$ cat src/rtl/register_file_if.sv
// Writeback-to-register-file and decode read-port bundle.
// master: pipeline side driving writes/read indices; slave: the register file.
interface register_file_if #(
    parameter int unsigned XLEN = 64
);
    logic            wb_RegWrite;
    logic [4:0]      wb_rd;
    logic [XLEN-1:0] wb_registerout;
    logic [4:0]      rs1_addr;
    logic [4:0]      rs2_addr;
    logic [XLEN-1:0] rs1_data;
    logic [XLEN-1:0] rs2_data;
    logic            init_busy;

    modport master (
        output wb_RegWrite, wb_rd, wb_registerout, rs1_addr, rs2_addr,
        input  rs1_data, rs2_data, init_busy
    );

    modport slave (
        input  wb_RegWrite, wb_rd, wb_registerout, rs1_addr, rs2_addr,
        output rs1_data, rs2_data, init_busy
    );
endinterface

$ cat src/rtl/register_file.sv
// Integer register file: post-reset clear sweep of x1..x31, two combinational read ports.
// Define REGFILE_BYPASS_EN to forward same-cycle writeback data to matching read ports.
module register_file #(
    parameter int unsigned XLEN  = 64,
    parameter int unsigned NREGS = 32
) (
    input  logic              clk,
    input  logic              reset,
    register_file_if.slave    bus
);
    typedef enum logic {
        CLEAR = 1'b0,
        READY = 1'b1
    } state_t;

    state_t          r_state;
    logic [4:0]      r_clr_idx;
    logic            r_init_busy;
    logic [XLEN-1:0] r_regs [1:NREGS-1];

    logic            w_wr_en;
    logic            w_rd_en;
    logic [XLEN-1:0] w_rs1_data;
    logic [XLEN-1:0] w_rs2_data;

    assign w_wr_en = bus.wb_RegWrite && (bus.wb_rd != '0);
    // Reads are gated while reset is high so the ports show zero even before the FSM returns to CLEAR.
    assign w_rd_en = (r_state == READY) && !reset;

    always_ff @(posedge clk) begin
        if (reset) begin
            r_state     <= CLEAR;
            r_clr_idx   <= 5'd1;
            r_init_busy <= 1'b1;
        end else begin
            case (r_state)
                CLEAR: begin
                    r_regs[r_clr_idx] <= '0;
                    r_clr_idx         <= r_clr_idx + 5'd1;
                    if (r_clr_idx == 5'(NREGS - 1)) begin
                        r_state     <= READY;
                        r_init_busy <= 1'b0;
                    end
                end
                READY: begin
                    if (w_wr_en) begin
                        r_regs[bus.wb_rd] <= bus.wb_registerout;
                    end
                end
                default: begin
                    r_state     <= CLEAR;
                    r_clr_idx   <= 5'd1;
                    r_init_busy <= 1'b1;
                end
            endcase
        end
    end

    always_comb begin
        w_rs1_data = '0;
        w_rs2_data = '0;
        if (w_rd_en) begin
            if (bus.rs1_addr != '0) begin
                w_rs1_data = r_regs[bus.rs1_addr];
            end
            if (bus.rs2_addr != '0) begin
                w_rs2_data = r_regs[bus.rs2_addr];
            end
`ifdef REGFILE_BYPASS_EN
            if (w_wr_en && (bus.wb_rd == bus.rs1_addr)) begin
                w_rs1_data = bus.wb_registerout;
            end
            if (w_wr_en && (bus.wb_rd == bus.rs2_addr)) begin
                w_rs2_data = bus.wb_registerout;
            end
`else
`endif
        end
    end

    assign bus.rs1_data  = w_rs1_data;
    assign bus.rs2_data  = w_rs2_data;
    assign bus.init_busy = r_init_busy;
endmodule

$ cat src/flat_wrapper.sv
// flat-port wrapper written by rule: the top's interface ports become plain ports
module register_file_flat 
#(
    parameter int unsigned XLEN  = 64,
    parameter int unsigned NREGS = 32
)
  (clk, reset, bus_wb_RegWrite, bus_wb_rd, bus_wb_registerout, bus_rs1_addr, bus_rs2_addr, bus_rs1_data, bus_rs2_data, bus_init_busy);
  register_file_if #(.XLEN(XLEN)) bus_i ();
  input  logic clk;
  input  logic reset;
  input wire logic [$bits(bus_i.wb_RegWrite)-1:0] bus_wb_RegWrite;
  input wire logic [$bits(bus_i.wb_rd)-1:0] bus_wb_rd;
  input wire logic [$bits(bus_i.wb_registerout)-1:0] bus_wb_registerout;
  input wire logic [$bits(bus_i.rs1_addr)-1:0] bus_rs1_addr;
  input wire logic [$bits(bus_i.rs2_addr)-1:0] bus_rs2_addr;
  output wire logic [$bits(bus_i.rs1_data)-1:0] bus_rs1_data;
  output wire logic [$bits(bus_i.rs2_data)-1:0] bus_rs2_data;
  output wire logic [$bits(bus_i.init_busy)-1:0] bus_init_busy;
  assign bus_i.wb_RegWrite = bus_wb_RegWrite;
  assign bus_i.wb_rd = bus_wb_rd;
  assign bus_i.wb_registerout = bus_wb_registerout;
  assign bus_i.rs1_addr = bus_rs1_addr;
  assign bus_i.rs2_addr = bus_rs2_addr;
  assign bus_rs1_data = bus_i.rs1_data;
  assign bus_rs2_data = bus_i.rs2_data;
  assign bus_init_busy = bus_i.init_busy;
  register_file #(.XLEN(XLEN), .NREGS(NREGS)) u_core (.clk(clk), .reset(reset), .bus(bus_i));
endmodule
$ cat config.mk
export PLATFORM = sky130hd
export DESIGN_NAME = register_file_flat
export DESIGN_NICKNAME = d
export VERILOG_FILES = /design/src/rtl/register_file_if.sv /design/src/rtl/register_file.sv /design/src/flat_wrapper.sv
export SDC_FILE = /design/constraint.sdc
export NUM_CORES = 2
export LEC_CHECK = 0
export ABC_AREA = 0
export CORE_ASPECT_RATIO = 1.4
export CORE_MARGIN = 2
export CORE_UTILIZATION = 65
export CTS_BUF_LIST = sky130_fd_sc_hd__clkbuf_2
export DETAILED_ROUTE_END_ITERATION = 8
export PLACE_DENSITY = 0.85
export SLEW_MARGIN = 20
export SYNTH_ARGS = -nofsm -noshare
export SYNTH_HDL_FRONTEND = slang
export SYNTH_SLANG_ARGS = --single-unit
$ cat constraint.sdc
create_clock -name clk -period 6 [get_ports clk]
set_clock_uncertainty 0.1 [all_clocks]
set_input_delay 0.9 -clock clk [delete_from_list [all_inputs] [get_ports clk]]
set_output_delay 0.9 -clock clk [all_outputs]
set_load 0.03 [all_outputs]
# == After elaboration in Yosys (flattened, before gate mapping) ==
# Memory sizes are Yosys's and may differ from the RTL's.
# Cells that the tools add are included.
# totals
register_bits,7
latchBits,0
ram_bits,1984
mem_bits_ro,0
input_bits,82
elab_cells,31
memories,1
# op_classes
add_sub_neg,1
n_mul,0
n_div,0
order_cmp,0
n_eq_ne,1
shifts,0
n_mux,16
bitwise,1
n_reduce_logical,8
# memory_table
memory,words,word_bits,read_ports,rd_clocked_by_memory_dff,write_ports,line,rtl
u_core.r_regs,31,64,2,0,1,register_file.sv:19,logic [XLEN-1:0] r_regs [1:NREGS-1];
# ops
op,n
64-bit two-way mux,5
64-bit OR reduction,1
5-bit nonzero test,3
1-bit two-way mux,10
5-bit by 1-bit adder with 5-bit output (second input constant),1
5-bit == test (second input constant),1
5-bit two-way mux,1
1-bit logical AND,2
2-bit AND reduction,1
1-bit zero test,1
1-bit inverter,1

# == Longest topological paths before layout ==
# logic_depth
word_depth,8
ltp_mapped,9
ltp_nobuf,5

# == Worst setup path before layout ==
# OpenSTA, ideal clock, no wires.
# synth_timing
path_type,input to register
start,input reset
end,"memory u_core.r_regs[2][0], enable pin"
setup_time_ps,487
t_arrival_ps,4654
required_ps,5413
slack_ps,760
path_stages,6
n_path_buf,2
cell_sequence,clkbuf_1 > nand3b_1 > a31oi_2 > buf_2 > a22oi_1 > nor2_1
# synth_via
elab_chain_cells,4
# synth_rtl
element,line,rtl
from (decl),flat_wrapper.sv:10,input logic reset;
1-bit two-way mux,register_file.sv:31,if (reset) begin
1-bit two-way mux (not written as such),register_file.sv:47,r_regs[bus.wb_rd] <= bus.wb_registerout;
64-bit OR reduction (no line),n/a,
5-bit two-way mux (no line) or 1-bit two-way mux (tied branches),n/a,
to (decl),register_file.sv:19,
# Several ways; a longest one is shown, not always the timed one.

# == Worst setup path in the final report ==
# layout_timing
start,register u_core.r_state
end,output bus_rs2_data[56]
# layout_via
elab_chain_cells,2
# layout_rtl
element,line,rtl
from (decl),register_file.sv:16,state_t r_state;
from (signal assigned),register_file.sv:32,r_state <= CLEAR;
from (signal assigned),register_file.sv:41,r_state <= READY;
from (signal assigned),register_file.sv:51,r_state <= CLEAR;
1-bit logical AND,register_file.sv:28,assign w_rd_en = (r_state == READY) && !reset;
64-bit two-way mux,register_file.sv:62,if (w_rd_en) begin
to (decl),flat_wrapper.sv:17,output wire logic [$bits(bus_i.rs2_data)-1:0] bus_rs2_data;
# No other way between the ends.

==> run_results.csv <==
group,metric,value,unit
yosys,yosys_register_bits,1991,
yosys,avgSynthCellArea,19.2,µm²
routing,ant_nets,0,
yosys,synthAdderAreaFrac,0.000270,
clocking,cts_sinks,1991,
floorplanning,die_x,323,µm
worst_setup_path,path_buf_inv,2,
clocking,cts_buffer_depth,4,
yosys,yosysTopAreaCellShare,0.643,
global_route,grt_use_total,0.388,
yosys,synth_compound_area_frac,0.0526,
worst_setup_path,startpoint_type,"register",
sta,setup_viol,0,
yosys,synthCells,4823,
min_path,hold_path_end,"u_core.r_regs[11][18]",
finish,drive_gt1_frac,0.334,
power,vdd_drop_max,0.000203,V
place,gp_congestion,0.868,
clocking,cts_made_buffers,444,
yosys,yosys-top-cells-count,"edfxtp_1, mux4_2, mux2i_1",
finish,final_nets,5398,
global_route,grt_max_degree,91,
sta,rsz0062_at_grt,"false",
routing,top_layer,"met5",
global_route,grt_pass1_vias,59200,
finish,multiInputGateArea,31100,µm²
finish,regArea,59700,µm²
place,dp_slack,0.860,ns
routing,drc_errors,0,
place,placed_area,98000,µm²
yosys,yosysSeqAreaShare,0.645,
run_status,status,"finished clean",
sta,holdWs,0.173,ns
yosys,ys_warn_count,0,
yosys,synthTopCellsByArea,"edfxtp_1, mux4_2, mux2i_1",
worst_setup_path,r2r_slack,2.33,ns
floorplanning,core,141000,µm²
clocking,h-tree-depth,5,
floorplanning,initial_utilization,0.656,
power,total_power,25.4,mW
yosys,synthArstFlopShare,0,
yosys,synth_area_leader_cell,"edfxtp_1",
yosys,synth_edf_count,1984,
yosys,synth_xor_area_frac,0.000284,
job,drv_cap,0,
floorplanning,die_height,451,µm
floorplanning,io_pins,211,
sta,drv_slew,0,
sta,max_slew_margin,0.160,
clocking,cts_tree,"done",
power,p_per_area,249,nW/µm²
routing,wl_met2,131,mm
worst_setup_path,worstSetupPathType,"register to primary output",
worst_setup_path,path_delay_family,"buffers and inverters",
yosys,synth_top_family_by_area,"multiplexers",
yosys,synth_area,92600,µm²
worst_setup_path,reg2regPathDepth,4,
worst_setup_path,cp_cell_sequence,"nand2b_1, a21o_2, buf_12, nor4_1, clkdlybuf4s50_1",
global_route,antenna_found_initial,12,
yosys,synthesis.nets,4907,
worst_setup_path,timing.rr.start,"u_core.r_state",
routing,vias_per_cell,7.78,
worst_setup_path,crit_cells,5,
worst_setup_path,worstPathMaxFanout,18,
sta,fin_ws,0.101,ns
routing,wl_met3,43.6,mm
worst_setup_path,critPathSlowestCell,"clkdlybuf4s50_1",
finish,fin_area,102000,µm²
worst_setup_path,cp-end-kind,"primary output",
clocking,cts-root-buf,"clkbuf_2",
routing,wl,280,mm
clocking,clock_latency,1.75,ns
sta,period_minus_slack,5.90,ns
power,leakage,30.4,nW
sta,tightest_slew,1.26,ns
routing,drt_iter0_drc,10400,
yosys,synth.mux.area_fraction,0.252,
routing,vias,58700,
yosys,yosysMostFrequentCell,"edfxtp_1",
finish,nFillCells,8126,
sta,fin_crit_sh,0.983,
routing,met1_length,83.4,mm
worst_setup_path,rr_endpoint,"u_core.r_regs[16][53]",
place,port_buffers,210,
routing,firstDrtPassIters,8,
place,place_hpwl,160,mm
yosys,synth.distinct_cells,62,
min_path,whs_path_depth,2,
min_path,worstHoldStart,"bus_wb_registerout[18]",
sta,fin_tns_setup,0,ns
yosys,synthSimpleGateAreaFrac,0.0269,
sta,hold_viol_final,0,
worst_setup_path,worst_ep_required_time,5.00,ns
global_route,grt_pass1_wl,397,mm
floorplanning,dieArea,146000,µm²
worst_setup_path,cp_slowest_stage_delay,0.79,ns
finish,synthToLayoutAreaGrowth,10.3,%
yosys,synth_ff_type,"edfxtp_1",
routing,avgRoutedWirePerCell,37.1,µm
worst_setup_path,arrival,4.90,ns
clocking,clk_pin_slew,0.12,ns
min_path,hp-class,"input port to register",
sta,fmax,0.170,GHz
global_route,grt-ovfl-total,0,
floorplanning,rows,163,
[state kept, by name, summed over array words and instances, names as in the netlist]
name	flops
u_core.r_state	1
u_core.r_regs	1984
u_core.bus.init_busy	1
u_core.r_clr_idx	5
[kinds of logic (layout without fill, tap and decap cells)]
| logic type | Yosys count | in the layout |
|---|---|---|
| xor gates and xnor gates | 3 | 3 |
| other | 0 | 8 |
| and+or+nand+nor | 525 | 525 |
| muxes | 1223 | 1223 |
| AOI/OAI and AO/OA | 657 | 657 |
| DFF | 1991 | 1991 |
| adders and majority gates | 2 | 2 |
| buffers and inverters | 422 | 1237 |
[how the worst max path moves through the flow]
stage	from	end	slack, ns
global placement	bus_rs1_addr[3]	bus_rs1_data[41]	0.87
CTS	u_core.r_state	bus_rs2_data[56]	0.008
detailed placement	bus_rs1_addr[3]	bus_rs1_data[41]	0.86
global route	u_core.r_state	bus_rs1_data[61]	0.02
floorplan	reset	u_core.r_regs[2][0]	0.76
finish	u_core.r_state	bus_rs2_data[56]	0.10
[worst register-to-register path: cells and delay by family, from the launching register on]
| family | cells | cell delay, ns |
|---|---|---|
| AND/OR/NAND/NOR | 2 | 1.21 |
| AO/OA/AOI/OAI | 1 | 0.63 |
| flip-flops | 1 | 0.55 |
| buffers and inverters | 1 | 0.76 |
[repair_timing]
| action | 4_1_cts | 5_1_grt |
|---|---|---|
| buffers inserted | 0 | 0 |
| setup endpoints to repair | 98 | 2 |
| hold buffers | 33 | 1 |
| pin swaps | 0 | 0 |
| gates cloned | 0 | 0 |
| gates resized for setup | 6 | 2 |
| hold endpoints to repair | 649 | 6 |
[per-layer routing]
metal,track usage,vias to the layer above
li1,-,22000
met1,0.488,29100
met2,0.594,6215
met3,0.118,1310
met4,0.248,10
met5,0,-
[cell type report]
type	instances	area share
clock buffer	602	0.0295
sequential	1991	0.584
inverter	16	0.000686
timing repair buffer	451	0.0494
clock inverter	168	0.00793
multi-input combinational	2410	0.305
tap	1897	0.0232
antenna	8	0.000196
[where the power goes]
part / internal, mW / switching [mW]
Sequential: 15.2 / 0.0667
Clock: 2.95 / 5.29
Combinational: 0.785 / 1.17
Total: 18.9 / 6.53
[placed cells by master (no fill, tap or decap), types with 14 or more instances in the layout]
cell type and count:
a211o_1 74, a211oi_1 95, a21oi_1 67, a22o_1 50
a31oi_1 71, and2_1 65, buf_12 89, buf_4 154
clkbuf_2 602, clkdlybuf4s50_1 167, clkinv_1 124, clkinv_2 33
dlygate4sd3_1 34, edfxtp_1 1984, inv_1 14, mux2_2 37
mux2i_1 302, mux4_2 884, nand2_1 169, nor2_1 148
nor2_4 32, nor4b_1 30, o211a_1 42, o21a_1 21
o221ai_1 25, o22ai_1 143, o32a_1 15
[metrics by stage]
| step | std cells | util |
|---|---|---|
| 4_1_cts | 7533 | 0.724 |
| 2_1_floorplan | 4823 | - |
| 6_report | 7543 | 0.724 |
| 3_3_place_gp | 6730 | 0.694 |
| 5_1_grt | 7539 | 0.724 |
| 3_5_place_dp | 6730 | 0.694 |
Power figures use the tool's default switching activity.
